$ cat config.mk
export PLATFORM = sky130hd
export DESIGN_NAME = uart_rx_fifo_flat
export DESIGN_NICKNAME = d
export VERILOG_FILES = /design/src/rtl/uart_pkg.sv /design/src/rtl/uart_rx_fifo_if.sv /design/src/rtl/fifo_mem.sv /design/src/rtl/uart_rx_fifo.sv /design/src/flat_wrapper.sv
export SDC_FILE = /design/constraint.sdc
export NUM_CORES = 1
export LEC_CHECK = 0
export CAP_MARGIN = 20
export CORE_UTILIZATION = 63
export DETAILED_ROUTE_END_ITERATION = 8
export DONT_BUFFER_PORTS = 1
export PLACE_DENSITY = 0.87
export SETUP_SLACK_MARGIN = 0.02
export SYNTH_ARGS = -nofsm -noshare
export SYNTH_HDL_FRONTEND = slang
export SYNTH_SLANG_ARGS = --single-unit
$ cat constraint.sdc
create_clock -name clk -period 3.85 [get_ports clk]
set_clock_uncertainty 0.2 [all_clocks]
set_input_delay 0.5775 -clock clk [delete_from_list [all_inputs] [get_ports clk]]
set_output_delay 0.5775 -clock clk [all_outputs]
set_load 0.02 [all_outputs]
$ cat src/rtl/uart_pkg.sv
// Shared UART constants and helpers used with the Uart8 receiver and its FIFO.
package uart_pkg;

  localparam int unsigned UART_DATA_W = 8;
  localparam int unsigned CLOCK_RATE  = 12_000_000;
  localparam int unsigned BAUD        = 9600;
  localparam int unsigned ERR_CNT_W   = 8;

  // Occupancy counter width: must hold the value DEPTH itself.
  function automatic int unsigned countWidth(input int unsigned depth);
    return $clog2(depth) + 1;
  endfunction

endpackage

$ cat src/rtl/uart_rx_fifo_if.sv
// Bundle between the receive FIFO and its neighbours: Uart8 capture side and host pop side.
interface uart_rx_fifo_if
  import uart_pkg::*;
#(
  parameter int unsigned WIDTH = UART_DATA_W,
  parameter int unsigned DEPTH = 16
) ();

  localparam int unsigned CNT_W = countWidth(DEPTH);

  logic                 rxDone;
  logic                 rxErr;
  logic [WIDTH-1:0]     rxOut;
  logic                 rdEn;
  logic                 ovfClr;
  logic [WIDTH-1:0]     rdData;
  logic                 empty;
  logic                 full;
  logic [CNT_W-1:0]     count;
  logic                 overflow;
  logic [ERR_CNT_W-1:0] errCount;

  // Drives the FIFO (receiver plus host logic)
  modport master (
    output rxDone, rxErr, rxOut, rdEn, ovfClr,
    input  rdData, empty, full, count, overflow, errCount
  );

  // The FIFO itself
  modport slave (
    input  rxDone, rxErr, rxOut, rdEn, ovfClr,
    output rdData, empty, full, count, overflow, errCount
  );

endinterface

$ cat src/rtl/fifo_mem.sv
// Simple dual-port storage: synchronous write, asynchronous read (LUT RAM friendly).
module fifo_mem #(
  parameter int unsigned WIDTH = 8,
  parameter int unsigned DEPTH = 16
) (
  input  logic                     clk,
  input  logic                     wrEn,
  input  logic [$clog2(DEPTH)-1:0] wrAddr,
  input  logic [WIDTH-1:0]         wrData,
  input  logic [$clog2(DEPTH)-1:0] rdAddr,
  output logic [WIDTH-1:0]         rdData_c
);

  logic [WIDTH-1:0] mem [DEPTH];

  // Storage write; contents are intentionally not reset
  always_ff @(posedge clk) begin
    if (wrEn) begin
      mem[wrAddr] <= wrData;
    end
  end

  assign rdData_c = mem[rdAddr];

endmodule

$ cat src/rtl/uart_rx_fifo.sv
// Receive-side FWFT byte FIFO behind Uart8: edge-detected capture, frame-error drop,
// sticky overflow flag. Optional error counter enabled by UART_RX_FIFO_ERRCNT_EN.
module uart_rx_fifo
  import uart_pkg::*;
#(
  parameter int unsigned DEPTH = 16,
  parameter int unsigned WIDTH = UART_DATA_W
) (
  input  logic          clk,
  input  logic          reset,
  uart_rx_fifo_if.slave bus
);

  localparam int unsigned ADDR_W = $clog2(DEPTH);
  localparam int unsigned CNT_W  = countWidth(DEPTH);

  logic                 rxDonePrev;
  logic [ADDR_W-1:0]    wrPtr;
  logic [ADDR_W-1:0]    rdPtr;
  logic [CNT_W-1:0]     count;
  logic                 empty;
  logic                 full;
  logic                 overflow;
  logic [WIDTH-1:0]     rdData;
  logic [ERR_CNT_W-1:0] errCnt;

  logic                 pushStrobe;
  logic                 doPush;
  logic                 doPop;
  logic                 doDrop;
  logic [ADDR_W-1:0]    wrPtrNext;
  logic [ADDR_W-1:0]    rdPtrNext;
  logic [CNT_W-1:0]     countNext;
  logic [WIDTH-1:0]     memRd;
  logic [WIDTH-1:0]     headNext;

  fifo_mem #(
    .WIDTH (WIDTH),
    .DEPTH (DEPTH)
  ) uMem (
    .clk      (clk),
    .wrEn     (doPush),
    .wrAddr   (wrPtr),
    .wrData   (bus.rxOut),
    .rdAddr   (rdPtrNext),
    .rdData_c (memRd)
  );

  // Push/pop decisions, next pointers and next head word (bypass when the new byte becomes head)
  always_comb begin
    pushStrobe = bus.rxDone & ~rxDonePrev;
    doPop      = bus.rdEn & ~empty;
    doPush     = pushStrobe & ~bus.rxErr & (~full | doPop);
    doDrop     = pushStrobe & ~bus.rxErr & full & ~doPop;
    wrPtrNext  = doPush ? wrPtr + ADDR_W'(1) : wrPtr;
    rdPtrNext  = doPop  ? rdPtr + ADDR_W'(1) : rdPtr;
    countNext  = count + CNT_W'(doPush) - CNT_W'(doPop);
    headNext   = '0;
    if (countNext != '0) begin
      headNext = (doPush && (wrPtr == rdPtrNext)) ? bus.rxOut : memRd;
    end
  end

  // Pointers, occupancy, flags and registered head word
  always_ff @(posedge clk) begin
    if (reset) begin
      rxDonePrev <= 1'b1;
      wrPtr      <= '0;
      rdPtr      <= '0;
      count      <= '0;
      empty      <= 1'b1;
      full       <= 1'b0;
      overflow   <= 1'b0;
      rdData     <= '0;
    end else begin
      rxDonePrev <= bus.rxDone;
      wrPtr      <= wrPtrNext;
      rdPtr      <= rdPtrNext;
      count      <= countNext;
      empty      <= (countNext == '0);
      full       <= (countNext == CNT_W'(DEPTH));
      rdData     <= headNext;
      if (doDrop) begin
        overflow <= 1'b1;
      end else if (bus.ovfClr) begin
        overflow <= 1'b0;
      end
    end
  end

`ifdef UART_RX_FIFO_ERRCNT_EN
  // Saturating count of frame-error bytes discarded
  always_ff @(posedge clk) begin
    if (reset) begin
      errCnt <= '0;
    end else if (pushStrobe && bus.rxErr && (errCnt != {ERR_CNT_W{1'b1}})) begin
      errCnt <= errCnt + ERR_CNT_W'(1);
    end
  end
`else
  assign errCnt = '0;
`endif

  assign bus.rdData   = rdData;
  assign bus.empty    = empty;
  assign bus.full     = full;
  assign bus.count    = count;
  assign bus.overflow = overflow;
  assign bus.errCount = errCnt;

endmodule

$ cat src/flat_wrapper.sv
// flat-port wrapper written by rule: the top's interface ports become plain ports
module uart_rx_fifo_flat import uart_pkg::*;
#(
  parameter int unsigned DEPTH = 16,
  parameter int unsigned WIDTH = UART_DATA_W
)
  (clk, reset, bus_rxDone, bus_rxErr, bus_rxOut, bus_rdEn, bus_ovfClr, bus_rdData, bus_empty, bus_full, bus_count, bus_overflow, bus_errCount);
  uart_rx_fifo_if #(.WIDTH(WIDTH), .DEPTH(DEPTH)) bus_i ();
  input  logic clk;
  input  logic reset;
  input wire logic [$bits(bus_i.rxDone)-1:0] bus_rxDone;
  input wire logic [$bits(bus_i.rxErr)-1:0] bus_rxErr;
  input wire logic [$bits(bus_i.rxOut)-1:0] bus_rxOut;
  input wire logic [$bits(bus_i.rdEn)-1:0] bus_rdEn;
  input wire logic [$bits(bus_i.ovfClr)-1:0] bus_ovfClr;
  output wire logic [$bits(bus_i.rdData)-1:0] bus_rdData;
  output wire logic [$bits(bus_i.empty)-1:0] bus_empty;
  output wire logic [$bits(bus_i.full)-1:0] bus_full;
  output wire logic [$bits(bus_i.count)-1:0] bus_count;
  output wire logic [$bits(bus_i.overflow)-1:0] bus_overflow;
  output wire logic [$bits(bus_i.errCount)-1:0] bus_errCount;
  assign bus_i.rxDone = bus_rxDone;
  assign bus_i.rxErr = bus_rxErr;
  assign bus_i.rxOut = bus_rxOut;
  assign bus_i.rdEn = bus_rdEn;
  assign bus_i.ovfClr = bus_ovfClr;
  assign bus_rdData = bus_i.rdData;
  assign bus_empty = bus_i.empty;
  assign bus_full = bus_i.full;
  assign bus_count = bus_i.count;
  assign bus_overflow = bus_i.overflow;
  assign bus_errCount = bus_i.errCount;
  uart_rx_fifo #(.DEPTH(DEPTH), .WIDTH(WIDTH)) u_core (.clk(clk), .reset(reset), .bus(bus_i));
endmodule
## After elaboration in Yosys (flattened, before gate mapping)

Memory sizes are Yosys's and may differ from the RTL's. A register that Yosys moved wholly into a read port is not among the register bits.
Cells that the tools add are included.

| word-level totals | value |
|---|---|
| register bits after elaboration | 17 |
| memory bits (writable) | 128 |
| output and inout bits | 24 |
| memories kept | 1 |

Memory list:

| memory | depth | bits a word | rd ports | clocked after Yosys merged registers in | write ports | line | source |
|---|---|---|---|---|---|---|---|
| u_core.uMem.mem | 16 | 8 | 1 | 1 | 1 | fifo_mem.sv:14 | `logic [WIDTH-1:0] mem [DEPTH];` |

| operators by class | value |
|---|---|
| $add $sub $neg | 4 |
| equality and inequality tests | 1 |
| multiplexer cells | 5 |
| bitwise operators | 13 |
| reductions and logical operators | 4 |

Operator list:

| kind | count |
|---|---|
| adder 4 x 1 -> 4 bit (second input constant) | 2 |
| AND 1 bit | 6 |
| inverter 1 bit | 6 |
| adder 5 x 1 -> 5 bit | 1 |
| equality test 5 bit (second input constant) | 1 |
| logical NOT 5 bit | 1 |
| nonzero test 5 bit | 1 |
| subtractor 5 x 1 -> 5 bit | 1 |
| two-way mux 1 bit | 4 |
| two-way mux 4 bit | 1 |
| nonzero test 2 bit | 1 |
| OR reduction 2 bit | 1 |
| OR 1 bit | 1 |

## Logic depth before layout (Yosys ltp)

Gate-level depths: netlist (run 1).

| depth | value |
|---|---|
| depth after elaboration | 9 |
| depth in mapped cells | 13 |
| depth with buffers taken out | 13 |

## Hierarchy

Synthesis (run 1) repeated with hierarchy kept, for this count alone.

| unflattened totals | value |
|---|---|
| cells, all modules | 362 |
| area total of the unflattened synthesis | 6,411.1 um^2 |

By module, submodules not included:

| module | instances | cells each | area an instance (um^2) | sequential area each (um^2) |
|---|---|---|---|---|
| fifo_mem | 1 | 221 | 4,987.3 | 3,843.7 |
| uart_rx_fifo | 1 | 141 | 1,423.9 | 500.5 |

## Worst setup path after synthesis (run 1)

Ideal clock, no wire load.

| timing | value |
|---|---|
| path type | input to register |
| start | input port bus_rxErr |
| end | register u_core.rdData[0], in the netlist u_core.bus.rdData[0], read port of u_core.uMem.mem |
| library setup time | 0.144 ns |
| arrival time | 2.759 ns |
| data required time | 3.506 ns |
| setup slack | 0.747 ns |
| stages | 11 |
| path buffers | 0 |
| path through | nor3b_1 > a21boi_2 > ha_1 > inv_1 > fa_1 > inv_1 > a21o_1 > a21oi_1 > xnor2_1 > o211ai_1 > o32ai_1 |

| between the ends | value |
|---|---|
| word-level cells in the longest chain between the ends | 8 |

RTL lines:

| what | line | source |
|---|---|---|
| start: declaration | flat_wrapper.sv:12 | `input wire logic [$bits(bus_i.rxErr)-1:0] bus_rxErr;` |
| inverter 1 bit | uart_rx_fifo.sv:53 | `doPush = pushStrobe & ~bus.rxErr & (~full \| doPop);` |
| AND 1 bit (2 in a row) | uart_rx_fifo.sv:53 |  |
| net u_core.doPush | uart_rx_fifo.sv:28 | `logic doPush;` |
| adder 5 x 1 -> 5 bit | uart_rx_fifo.sv:57 | `countNext = count + CNT_W'(doPush) - CNT_W'(doPop);` |
| subtractor 5 x 1 -> 5 bit | uart_rx_fifo.sv:57 |  |
| nonzero test 5 bit | uart_rx_fifo.sv:59 | `if (countNext != '0) begin` |
| inverter 1 bit (no source line) | - |  |
| OR reduction 2 bit (no source line) | - |  |
| end: declaration | uart_rx_fifo.sv:24 | `logic [WIDTH-1:0] rdData;` |

The timed path passes the listed nets, and every way through them passes these cells.
A chain may end at the register's enable or synchronous reset.

## Final worst setup path (run 1)

| timing | value |
|---|---|
| start | register u_core.empty, in the netlist u_core.bus.empty |
| end | register u_core.rdData[4], in the netlist u_core.bus.rdData[4], read port of u_core.uMem.mem |

| between the ends | value |
|---|---|
| word-level cells in the longest chain between the ends | 9 |

RTL lines:

| what | line | source |
|---|---|---|
| start: declaration | uart_rx_fifo.sv:21 | `logic empty;` |
| start signal: assignment | uart_rx_fifo.sv:80 | `empty <= (countNext == '0);` |
| inverter 1 bit * | uart_rx_fifo.sv:52 | `doPop = bus.rdEn & ~empty;` |
| AND 1 bit * | uart_rx_fifo.sv:52 |  |
| OR 1 bit | uart_rx_fifo.sv:53 |  |
| AND 1 bit | uart_rx_fifo.sv:53 |  |
| adder 5 x 1 -> 5 bit | uart_rx_fifo.sv:57 |  |
| subtractor 5 x 1 -> 5 bit | uart_rx_fifo.sv:57 |  |
| nonzero test 5 bit | uart_rx_fifo.sv:59 |  |
| inverter 1 bit (no source line) | - |  |
| OR reduction 2 bit (no source line) | - |  |

Mark *: on every way between the ends. The rest lies on a longest branch, timed or not.

==> qor.txt, run 1 <==
status - finished clean
FF-to-FF End - u_core.bus.rdData[4]
Starting Density - 0.656
RD Place Congestion - 0.891
# diodes - 0
area grow syn2layout - 13.0%
Ports - 38
vias in the first global route - 3,984
unique cell type count in the Yosys netlist - 52
maximum root-to-sink buffer count - 2
VDD IR-drop max - 0.339 mV
ys async rst share - 0
path type of the worst min-delay path - in -> reg
Post-synth EDFFs - 128
clock slew at reported path FFs - 0.07 ns
power density cells - 639 mW/mm^2
Peak Freq - 283 MHz
Worst Tran Pin Value - 0.951 ns
final-report setup violation count - 0
DR iter-0 viols - 463
Tmin final - 3.53 ns
TritonCTS Sinks - 153
critical path class - reg -> reg
CTS root buffer - clkbuf_8
Worst Setup Start Kind - flip-flop
most common cell after layout, fill and taps aside - edfxtp_1
Avg Inst Size Synth - 14.3 um^2
Post-Route WL - 14,900 um
first-pass GRT wire length - 22,100 um
Die Height - 103 um
CTS resizes - 0
DPL Wire Length - 8910 um
share of cells above drive strength 1 - 0.118
remaining global-route overflow - 0
unrepaired setup endpoints after global routing - false
Critical Path RT - 4.06 ns
CP max-delay cell - dfxtp_1
Core Area - 0.00986 mm^2
post-synthesis sequential area ratio - 0.672
most used cell, CP - inv_1
leading register cell type out of synthesis - edfxtp_1
Die ar. - 0.0107 mm^2
port bufs - 0
CTS tree - yes
Slew Limit Fails - 0
worst slack at placement - 0.224 ns
Syn Inst Count - 453
Hold Path Cell Cnt - 2
CTS H-tree lvls - 4
Crit. End Element - flip-flop
CP max stage delay - 0.54 ns
critical path peak fanout - 11
crit-path cells - nand2b_4, inv_4, ha_1, inv_1, ha_1, inv_1, fa_1, inv_1, a21o_1, a21oi_1, xnor2_1, o211ai_4, o32ai_1
part of the cycle the worst path needs - 0.917
r2r startpoint - u_core.bus.empty
Final WS setup - 0.320 ns
register bit total from synthesis - 153
Antenna Violating Nets Remaining - 0
leakage - 0.00250 uW
CTS Buf Count - 17
post-layout util - 0.741
flop-to-flop setup slack - 0.32 ns
Post-route DRC - 0
antenna violations before repair - 0
most frequent cells in the layout - 128 x edfxtp_1, 51 x nand2_1, 27 x nor2_1, 25 x dfxtp_1, 20 x inv_1
CP arrival - 3.74 ns
Clk Latency, worst-skew pair - 0.54 ns
routed vias/inst - 6.50
Worst Hold Path EP - u_core.bus.rdData[5]
Fin. Hold Viols - 0
1st-pass router iterations - 6
hold slack - 0.0380 ns
cells on worst reg2reg path - 13
Slew headroom - 0.364
chip width - 103 um
Avg WL per Cell - 23.9 um
HP Start - bus_rxOut[5]
Fill cells - 537
final setup TNS - 0 ns
Yosys Warn Count - 0
largest net degree at the start of global routing - 23
area of the mapped netlist - 0.00647 mm^2
via count - 4,049
fin nets - 502
total of max-cap violations - 0
total global routing track utilization - 0.301
Cell Rows - 36
flip-flops by register name (all words and copies together), names as in the netlist:
| signal | flops |
|---|---|
| u_core.uMem.mem | 128 |
| u_core.bus.rdData | 8 |
| u_core.bus.count | 5 |
| u_core.rdPtr | 4 |
| u_core.wrPtr | 4 |
| u_core.bus.empty | 1 |
| u_core.bus.full | 1 |
| u_core.bus.overflow | 1 |
| u_core.rxDonePrev | 1 |
synth_stat cells (all sizes together), types with 10 or more instances:
| cell | instances | area, um^2 |
|---|---|---|
| nor2 | 27 | 101 |
| nand2 | 51 | 191 |
| dfxtp | 25 | 500 |
| mux4 | 10 | 233 |
| ha | 10 | 125 |
| edfxtp | 128 | 3840 |
| inv | 21 | 81.3 |
| nand2b | 15 | 101 |
| buf | 17 | 120 |
| nand3 | 15 | 75.1 |
| xnor2 | 13 | 133 |
| a31oi | 16 | 100 |
| mux2i | 20 | 213 |
where the power goes:
| part | switching [uW] | internal [uW] | leakage, uW |
|---|---|---|---|
| clock | 647 | 1040 | 0.000290 |
| sequential | 161 | 1870 | 0.00136 |
| combinational | 567 | 383 | 0.000854 |
| total | 1380 | 3290 | 0.00250 |
worst max-delay path, delay by kind of cell, from the launching register on:
family | cells | cell delay [ns]
flops | 1 | 0.54
buf+inv | 4 | 0.32
simple gates | 1 | 0.31
fa+ha+maj | 3 | 0.86
xor+xnor | 1 | 0.34
compound gates | 4 | 0.84
timing repair:
item                                   in CTS  in global routing
setup buffers                               0                  1
hold buffers                               10                  0
endpoints found under the hold margin     148                  0
setup endpoints to repair                   0                  7
kinds of logic (layout without fill, tap and decap cells):
kind of cell,count (synthesis),count (layout),synth area share
XOR/XNOR,22,22,0.0327
AO/OA/AOI/OAI,63,63,0.0741
multiplexers,30,30,0.0689
AND/OR/NAND/NOR,128,128,0.0944
buffers and inverters,45,75,0.0352
adder cells (fa/ha/maj),11,11,0.0224
flip-flops,153,153,0.672
other,1,8,0.000580
layer usage:
layer,part of all wire,routed length [um],global-route usage,up-vias
met4,0.032,477,0.147,0
met5,0,0,0,-
met3,0.11,1710,0.0780,51
li1,-,-,-,1739
met2,0.48,7210,0.469,315
met1,0.37,5510,0.400,1944
worst max path at each step:
stage / start / to / slack, ns / cells after the start
final: u_core.bus.empty / u_core.bus.rdData[4] / 0.32 / 13
after global routing: u_core.bus.empty / u_core.bus.rdData[4] / 0.12 / 13
after CTS: u_core.bus.empty / u_core.bus.rdData[4] / 0.13 / 13
after detailed placement: u_core.bus.empty / u_core.bus.rdData[4] / 0.22 / 13
after global placement: u_core.bus.empty / u_core.bus.rdData[2] / 0.51 / 13
after floorplan: bus_rxErr / u_core.bus.rdData[0] / 0.75 / 11
metrics by stage:
| step | std cells | area [um^2] | total power, uW |
|---|---|---|---|
| 4_1_cts | 622 | 7300 | 4650 |
| 3_5_place_dp | 580 | 6600 | 2950 |
| 5_1_grt | 623 | 7310 | 4820 |
| 3_3_place_gp | 580 | 6600 | 2910 |
| 6_report | 623 | 7310 | 4670 |
| 2_1_floorplan | 460 | 6490 | 2750 |
cell type report:
type	instances	area (um^2)	share of cell area
inverters	21	81.3	0.0111
clock buffers	22	463	0.0634
well taps	133	166	0.0228
repair buffers	22	190	0.0260
clock inverters	10	140	0.0192
multi-input cells	262	1920	0.263
flip-flops and latches	153	4340	0.595
Power figures use the tool's default switching activity.
==> run 2, diff against run 1 <==
GPL_TIMING_DRIVEN = 0   (was not set)
==> qor.txt, run 2 (synthesized netlist as in run 1, its figures left out) <==
Fin. Hold Viols - 0 (unchanged)
total of max-cap violations - 0 (unchanged)
Fill cells - 556 (+3.5%)
grt met1 use - 0.393 (-0.00691)
DPL Wire Length - 8950 um (+0.42%)
maximum root-to-sink buffer count - 2 (unchanged)
TritonCTS Sinks - 153 (unchanged)
status - finished clean
Clk Latency, worst-skew pair - 0.54 ns (about the same)
CTS resizes - 0 (unchanged)
Die ar. - 0.0107 mm^2 (unchanged)
fin nets - 521 (+3.8%)
Worst Setup Start Kind - flip-flop
Placed Cells - 593 (+2.2%)
chip width - 103 um (unchanged)
Worst Hold Path EP - u_core.bus.rdData[1]
Layout Cells excl Fill - 642 (+3.0%)
total global routing track utilization - 0.304 (+0.00237)
Critical Path RT - 4.05 ns (about the same)
CTS H-tree lvls - 4 (unchanged)
register area - 0.00434 mm^2 (unchanged)
CTS tree - yes
first-pass GRT wire length - 22,000 um (about the same)
met2 Use GR - 0.470 (+0.00103)
via count - 4,179 (+3.2%)
CTS Buf Count - 17 (unchanged)
FF-to-FF End - u_core.bus.rdData[4]
largest net degree at the start of global routing - 18 (-22%)
Multi-input gate area - 0.00192 mm^2 (unchanged)
Core Area - 0.00986 mm^2 (unchanged)
crit-path cells - nand2b_4, buf_6, a21boi_2, ha_1, inv_1, fa_1, inv_1, a21o_1, a21oi_1, xnor2_1, o211ai_4, o32ai_1
Final WS setup - 0.176 ns (-0.145 ns)
most frequent cells in the layout - 128 x edfxtp_1, 51 x nand2_1, 27 x nor2_1, 25 x dfxtp_1, 20 x inv_1
RD Place Congestion - 0.917 (+2.9%)
max reg flops - 128 (unchanged)
part of the cycle the worst path needs - 0.954 (+0.0375)
power density cells - 625 mW/mm^2 (-2.2%)
clock slew at reported path FFs - 0.07 ns (about the same)
path type of the worst min-delay path - in -> reg
GRT met3 Usage - 0.0927 (+0.0148)
Tmin final - 3.67 ns (+0.145 ns)
sequential power share - 0.437 (+0.002)
cells on worst reg2reg path - 12 (-1)
Die Height - 103 um (unchanged)
Post-Route WL - 15,200 um (+1.7%)
share of cells above drive strength 1 - 0.139 (+0.0211)
Comb power frac - 0.217 (+0.014)
antenna violations before repair - 0 (unchanged)
CP max stage delay - 0.49 ns (-0.05 ns)
worst slack at placement - 0.0430 ns (-0.181 ns)
Antenna Violating Nets Remaining - 0 (unchanged)
Starting Density - 0.656 (unchanged)
largest registers - u_core.uMem.mem: 128 flops, u_core.bus.rdData: 8 flops, u_core.bus.count: 5 flops
Avg WL per Cell - 23.6 um (-1.4%)
Peak Freq - 272 MHz (-3.9%)
Crit. End Element - flip-flop
remaining global-route overflow - 0 (unchanged)
Slew Limit Fails - 0 (unchanged)
VDD IR-drop max - 0.555 mV (+64%)
CP arrival - 3.87 ns (+0.13 ns)
unrepaired setup endpoints after global routing - false
critical path peak fanout - 10 (-1)
most used cell, CP - inv_1
vias in the first global route - 3,892 (-2.3%)
CTS root buffer - clkbuf_8
# diodes - 0 (unchanged)
Hold Path Cell Cnt - 2 (unchanged)
Slew headroom - 0.267 (-0.0966)
Biggest register - u_core.uMem.mem
HP Start - bus_rxOut[1]
Post-route DRC - 0 (unchanged)
Worst Tran Pin Value - 1.09 ns (+0.139 ns)
Switching Fraction - 0.317 (+0.0225)
most common cell after layout, fill and taps aside - edfxtp_1
final setup TNS - 0 ns (unchanged)
clock power share - 0.347 (-0.015)
family with the most delay on the worst path - compound AO/OA/AOI/OAI gates
leakage - 0.00255 uW (+2.1%)
final-report setup violation count - 0 (unchanged)
Ports - 38 (unchanged)
Power Internal - 3150 uW (-4.5%)
area grow syn2layout - 14.0%
DR iter-0 viols - 438 (-5.4%)
Buf/Inv on CP - 3 (-1)
flop-to-flop setup slack - 0.18 ns (-0.14 ns)
1st-pass router iterations - 5 (-1)
CP max-delay cell - o32ai_1
port bufs - 0 (unchanged)
routed vias/inst - 6.51 (+0.16%)
Cell Rows - 36 (unchanged)
r2r startpoint - u_core.bus.empty
total net switching power - 1460 uW (+6.2%)
gr busiest metal - met2
critical path class - reg -> reg
[run 2: metrics by stage]
step	area (um^2)	power, uW	hold WS [ns]	utilization
6_report	7370	4610	0.0212	0.747
5_1_grt	7370	4740	0.0303	0.747
4_1_cts	7330	4580	0.0175	0.743
3_5_place_dp	6660	2970	0.426	0.675
3_3_place_gp	6660	2930	0.407	0.675
2_1_floorplan	6490	2750	0.377	-
[run 2: power groups by stage]
stage               Combinational, uW  Sequential [uW]  Clock (uW)
floorplan                         722             2030           0
global placement                  890             2040           0
detailed placement                920             2050           0
CTS                               976             2010        1590
global route                     1070             2020        1650
finish                            998             2010        1600
[run 2: cell type report]
class / count / share of cell area
Tap cell: 133 / 0.0226
Clock buffer: 18 / 0.0567
Buffer: 24 / 0.0199
Multi-Input combinational cell: 262 / 0.261
Clock inverter: 14 / 0.0190
Inverter: 21 / 0.0110
Sequential cell: 153 / 0.589
Timing Repair Buffer: 17 / 0.0210
[run 2: worst max-delay path by stage]
stage	startpoint	cells past startpoint	slack, ns	end
floorplan	bus_rxErr	11	0.75	u_core.bus.rdData[0]
global placement	bus_rxErr	11	0.18	u_core.bus.rdData[4]
detailed placement	bus_rxErr	11	0.04	u_core.bus.rdData[4]
CTS	u_core.bus.empty	12	0.1	u_core.bus.rdData[4]
global route	u_core.bus.empty	12	0.07	u_core.bus.rdData[4]
finish	u_core.bus.empty	12	0.18	u_core.bus.rdData[4]
[run 2: repair_timing]
item | CTS | global route
setup buffers | 0 | 1
setup endpoints to repair | 0 | 7
endpoints found under the hold margin | 132 | 0
hold buffers | 11 | 0
[run 2: routing by layer]
layer  wire (um)  up-vias
met4         602        0
met5           0        -
met2        7090      306
met3        1720       56
met1        5750     2035
li1            -     1782
==> run 3, diff against run 2 <==
SYNTH_HIERARCHICAL = 1   (was not set)
==> qor.txt, run 3 <==
Switching Fraction - 0.309 (-0.00832)
Post-synth EDFFs - 128 (unchanged)
total power - 4670 uW (+1.3%)
DPL Wire Length - 8680 um (-3.0%)
sequential power share - 0.425 (-0.012)
area of the mapped netlist - 0.00641 mm^2 (-0.87%)
RD Place Congestion - 0.846 (-7.8%)
port bufs - 0 (unchanged)
power density cells - 638 mW/mm^2 (+2.0%)
Crit. End Element - flip-flop
CTS Buf Count - 17 (unchanged)
Slew Limit Fails - 0 (unchanged)
Critical Path RT - 4.02 ns (-0.03 ns)
first-pass GRT wire length - 23,000 um (+4.1%)
unique cell type count in the Yosys netlist - 48 (-7.7%)
via count - 3,751 (-10%)
chip width - 103 um (-0.43%)
fin nets - 427 (-18%)
Syn Inst Count - 362 (-20%)
Die Height - 103 um (-0.43%)
remaining global-route overflow - 0 (unchanged)
Biggest register - u_core/uMem/mem
Tmin final - 3.61 ns (-0.0657 ns)
leakage - 0.00249 uW (-2.5%)
Cell Rows - 36 (unchanged)
final setup TNS - 0 ns (unchanged)
Core Area - 0.00982 mm^2 (-0.46%)
routed vias/inst - 6.81 (+4.6%)
antenna violations before repair - 2 (+2)
status - finished clean
Comb power frac - 0.242 (+0.025)
register bit total from synthesis - 153 (unchanged)
area grow syn2layout - 14.1%
synth top area cells - edfxtp_1 60%, dfxtp_1 7.8%, mux4_2 6.3%
final-report setup violation count - 0 (unchanged)
worst slack at placement - -0.168 ns (-0.211 ns)
total global routing track utilization - 0.327 (+0.0236)
Synth area leader - edfxtp_1
Slew headroom - 0.406 (+0.139)
Worst Setup Start Kind - flip-flop
path type of the worst min-delay path - in -> reg
CP arrival - 3.78 ns (-0.09 ns)
1st-pass router iterations - 7 (+2)
TritonCTS Sinks - 153 (unchanged)
largest net degree at the start of global routing - 17 (-1)
VDD IR-drop max - 0.373 mV (-33%)
CTS root buffer - clkbuf_8
Ports - 38 (unchanged)
Post-route DRC - 0 (unchanged)
Peak Freq - 277 MHz (+1.8%)
clock slew at reported path FFs - 0.06 ns (about the same)
Post-Route WL - 16,000 um (+5.9%)
leading register cell type out of synthesis - edfxtp_1
unrepaired setup endpoints after global routing - false
CTS H-tree lvls - 4 (unchanged)
HP Start - bus_rxOut[6]
part of the cycle the worst path needs - 0.937 (-0.0171)
Synth top area share - 0.600 (+0.00522)
share of cells above drive strength 1 - 0.221 (+0.0811)
most common cell after layout, fill and taps aside - edfxtp_1
Power Internal - 3230 uW (+2.5%)
largest registers - u_core/uMem/mem: 128 flops, u_core/bus.rdData: 8 flops, u_core/bus.count: 5 flops
post-synthesis sequential area ratio - 0.678 (+0.00590)
r2r startpoint - u_core/bus.empty
Antenna Violating Nets Remaining - 0 (unchanged)
Fin. Hold Viols - 0 (unchanged)
Worst Tran Pin Value - 0.887 ns (-0.202 ns)
max reg flops - 128 (unchanged)
Avg WL per Cell - 29.1 um (+23%)
Avg Inst Size Synth - 17.7 um^2 (+24%)
total net switching power - 1440 uW (-1.4%)
ys async rst share - 0 (unchanged)
Clk Latency, worst-skew pair - 0.53 ns (about the same)
vias in the first global route - 3,711 (-4.7%)
DR iter-0 viols - 575 (+31%)
CTS tree - yes
crit path from - u_core/bus.empty
total of max-cap violations - 0 (unchanged)
Fill cells - 536 (-3.6%)
Yosys Warn Count - 6 (+6)
commonest cells in the netlist - 128 x edfxtp_1, 25 x dfxtp_1, 23 x nor2_1
most numerous cell in the Yosys netlist - edfxtp_1
clock power share - 0.333 (-0.014)
most frequent cells in the layout - 128 x edfxtp_1, 25 x dfxtp_1, 23 x nor2_1, 18 x mux4_2
Final WS setup - 0.241 ns (+0.0657 ns)
critical path class - reg -> reg
Starting Density - 0.653 (-0.00273)
Die ar. - 0.0106 mm^2 (-0.85%)
maximum root-to-sink buffer count - 2 (unchanged)
critical path peak fanout - 10 (unchanged)
run 3: metrics by stage:
stage,instances,utilization,hold WS [ns],cell area [um^2]
2_1_floorplan,369,-,0.348,6440
3_3_place_gp,502,0.673,0.406,6600
3_5_place_dp,506,0.675,0.411,6630
4_1_cts,546,0.741,0.0319,7280
5_1_grt,550,0.745,0.0605,7320
6_report,551,0.745,0.0689,7320
run 3: power groups by stage:
stage | Sequential [uW] | Combinational (uW) | Clock, uW
after floorplan | 2000 | 756 | 0
final | 1980 | 1130 | 1550
after CTS | 1980 | 1030 | 1570
after global placement | 2010 | 910 | 0
after detailed placement | 2020 | 958 | 0
after global routing | 2000 | 1190 | 1640
run 3: logic make-up (layout without fill, tap and decap cells):
logic type | after synthesis | in the layout | share of synthesized area
AOI/OAI and AO/OA | 44 | 44 | 0.0509
muxes | 43 | 43 | 0.138
and+or+nand+nor | 65 | 65 | 0.0589
buffers and inverters | 36 | 84 | 0.0386
adders and majority gates | 8 | 8 | 0.0168
other | 1 | 9 | 0.000585
xor gates and xnor gates | 12 | 12 | 0.0187
DFF | 153 | 153 | 0.678
run 3: layout make-up:
cell class / count / area, um^2 / area share
sequential: 153 / 4340 / 0.594
multi-input combinational: 180 / 1860 / 0.254
clock buffer: 17 / 414 / 0.0566
buffer: 24 / 203 / 0.0277
tap: 133 / 166 / 0.0227
timing repair buffer: 17 / 148 / 0.0202
clock inverter: 14 / 139 / 0.0190
inverter: 12 / 45.0 / 0.00615
antenna: 1 / 2.50 / 0.000342
run 3: worst paths after layout:
path,slack [ns],end,depth (start not counted)
setup / recovery,0.24,u_core/bus.rdData[3],16
hold / removal,0.07,u_core/bus.rdData[6],2
setup reg to reg,0.24,u_core/bus.rdData[3],16
hold reg to reg,0.44,u_core/wrPtr[3],2
run 3: critical path, cell delays in order (launching register included):
cell and delay (ns):
dfxtp_1 0.41, nand2b_4 0.19, buf_6 0.14, a21boi_4 0.12, inv_1 0.07, ha_1 0.30
inv_1 0.06, ha_1 0.16, inv_1 0.06, fa_1 0.44, xnor2_1 0.19, nor4b_1 0.36
mux2i_2 0.12, buf_4 0.19, buf_6 0.14, o211ai_1 0.20, mux2i_1 0.11
run 3: layer usage:
layer	global-route usage	up-vias	routed length, um
li1	-	1515	-
met1	0.398	1854	5400
met2	0.535	313	8180
met3	0.105	69	1800
met4	0.157	0	671
met5	0	-	0
run 3: timing repair:
item | CTS | global route
setup buffers | 0 | 4
setup endpoints to repair | 8 | 10
resized for setup | 1 | 1
hold buffers | 9 | 0
pin swaps | 0 | 1
hold endpoints to repair | 129 | 0
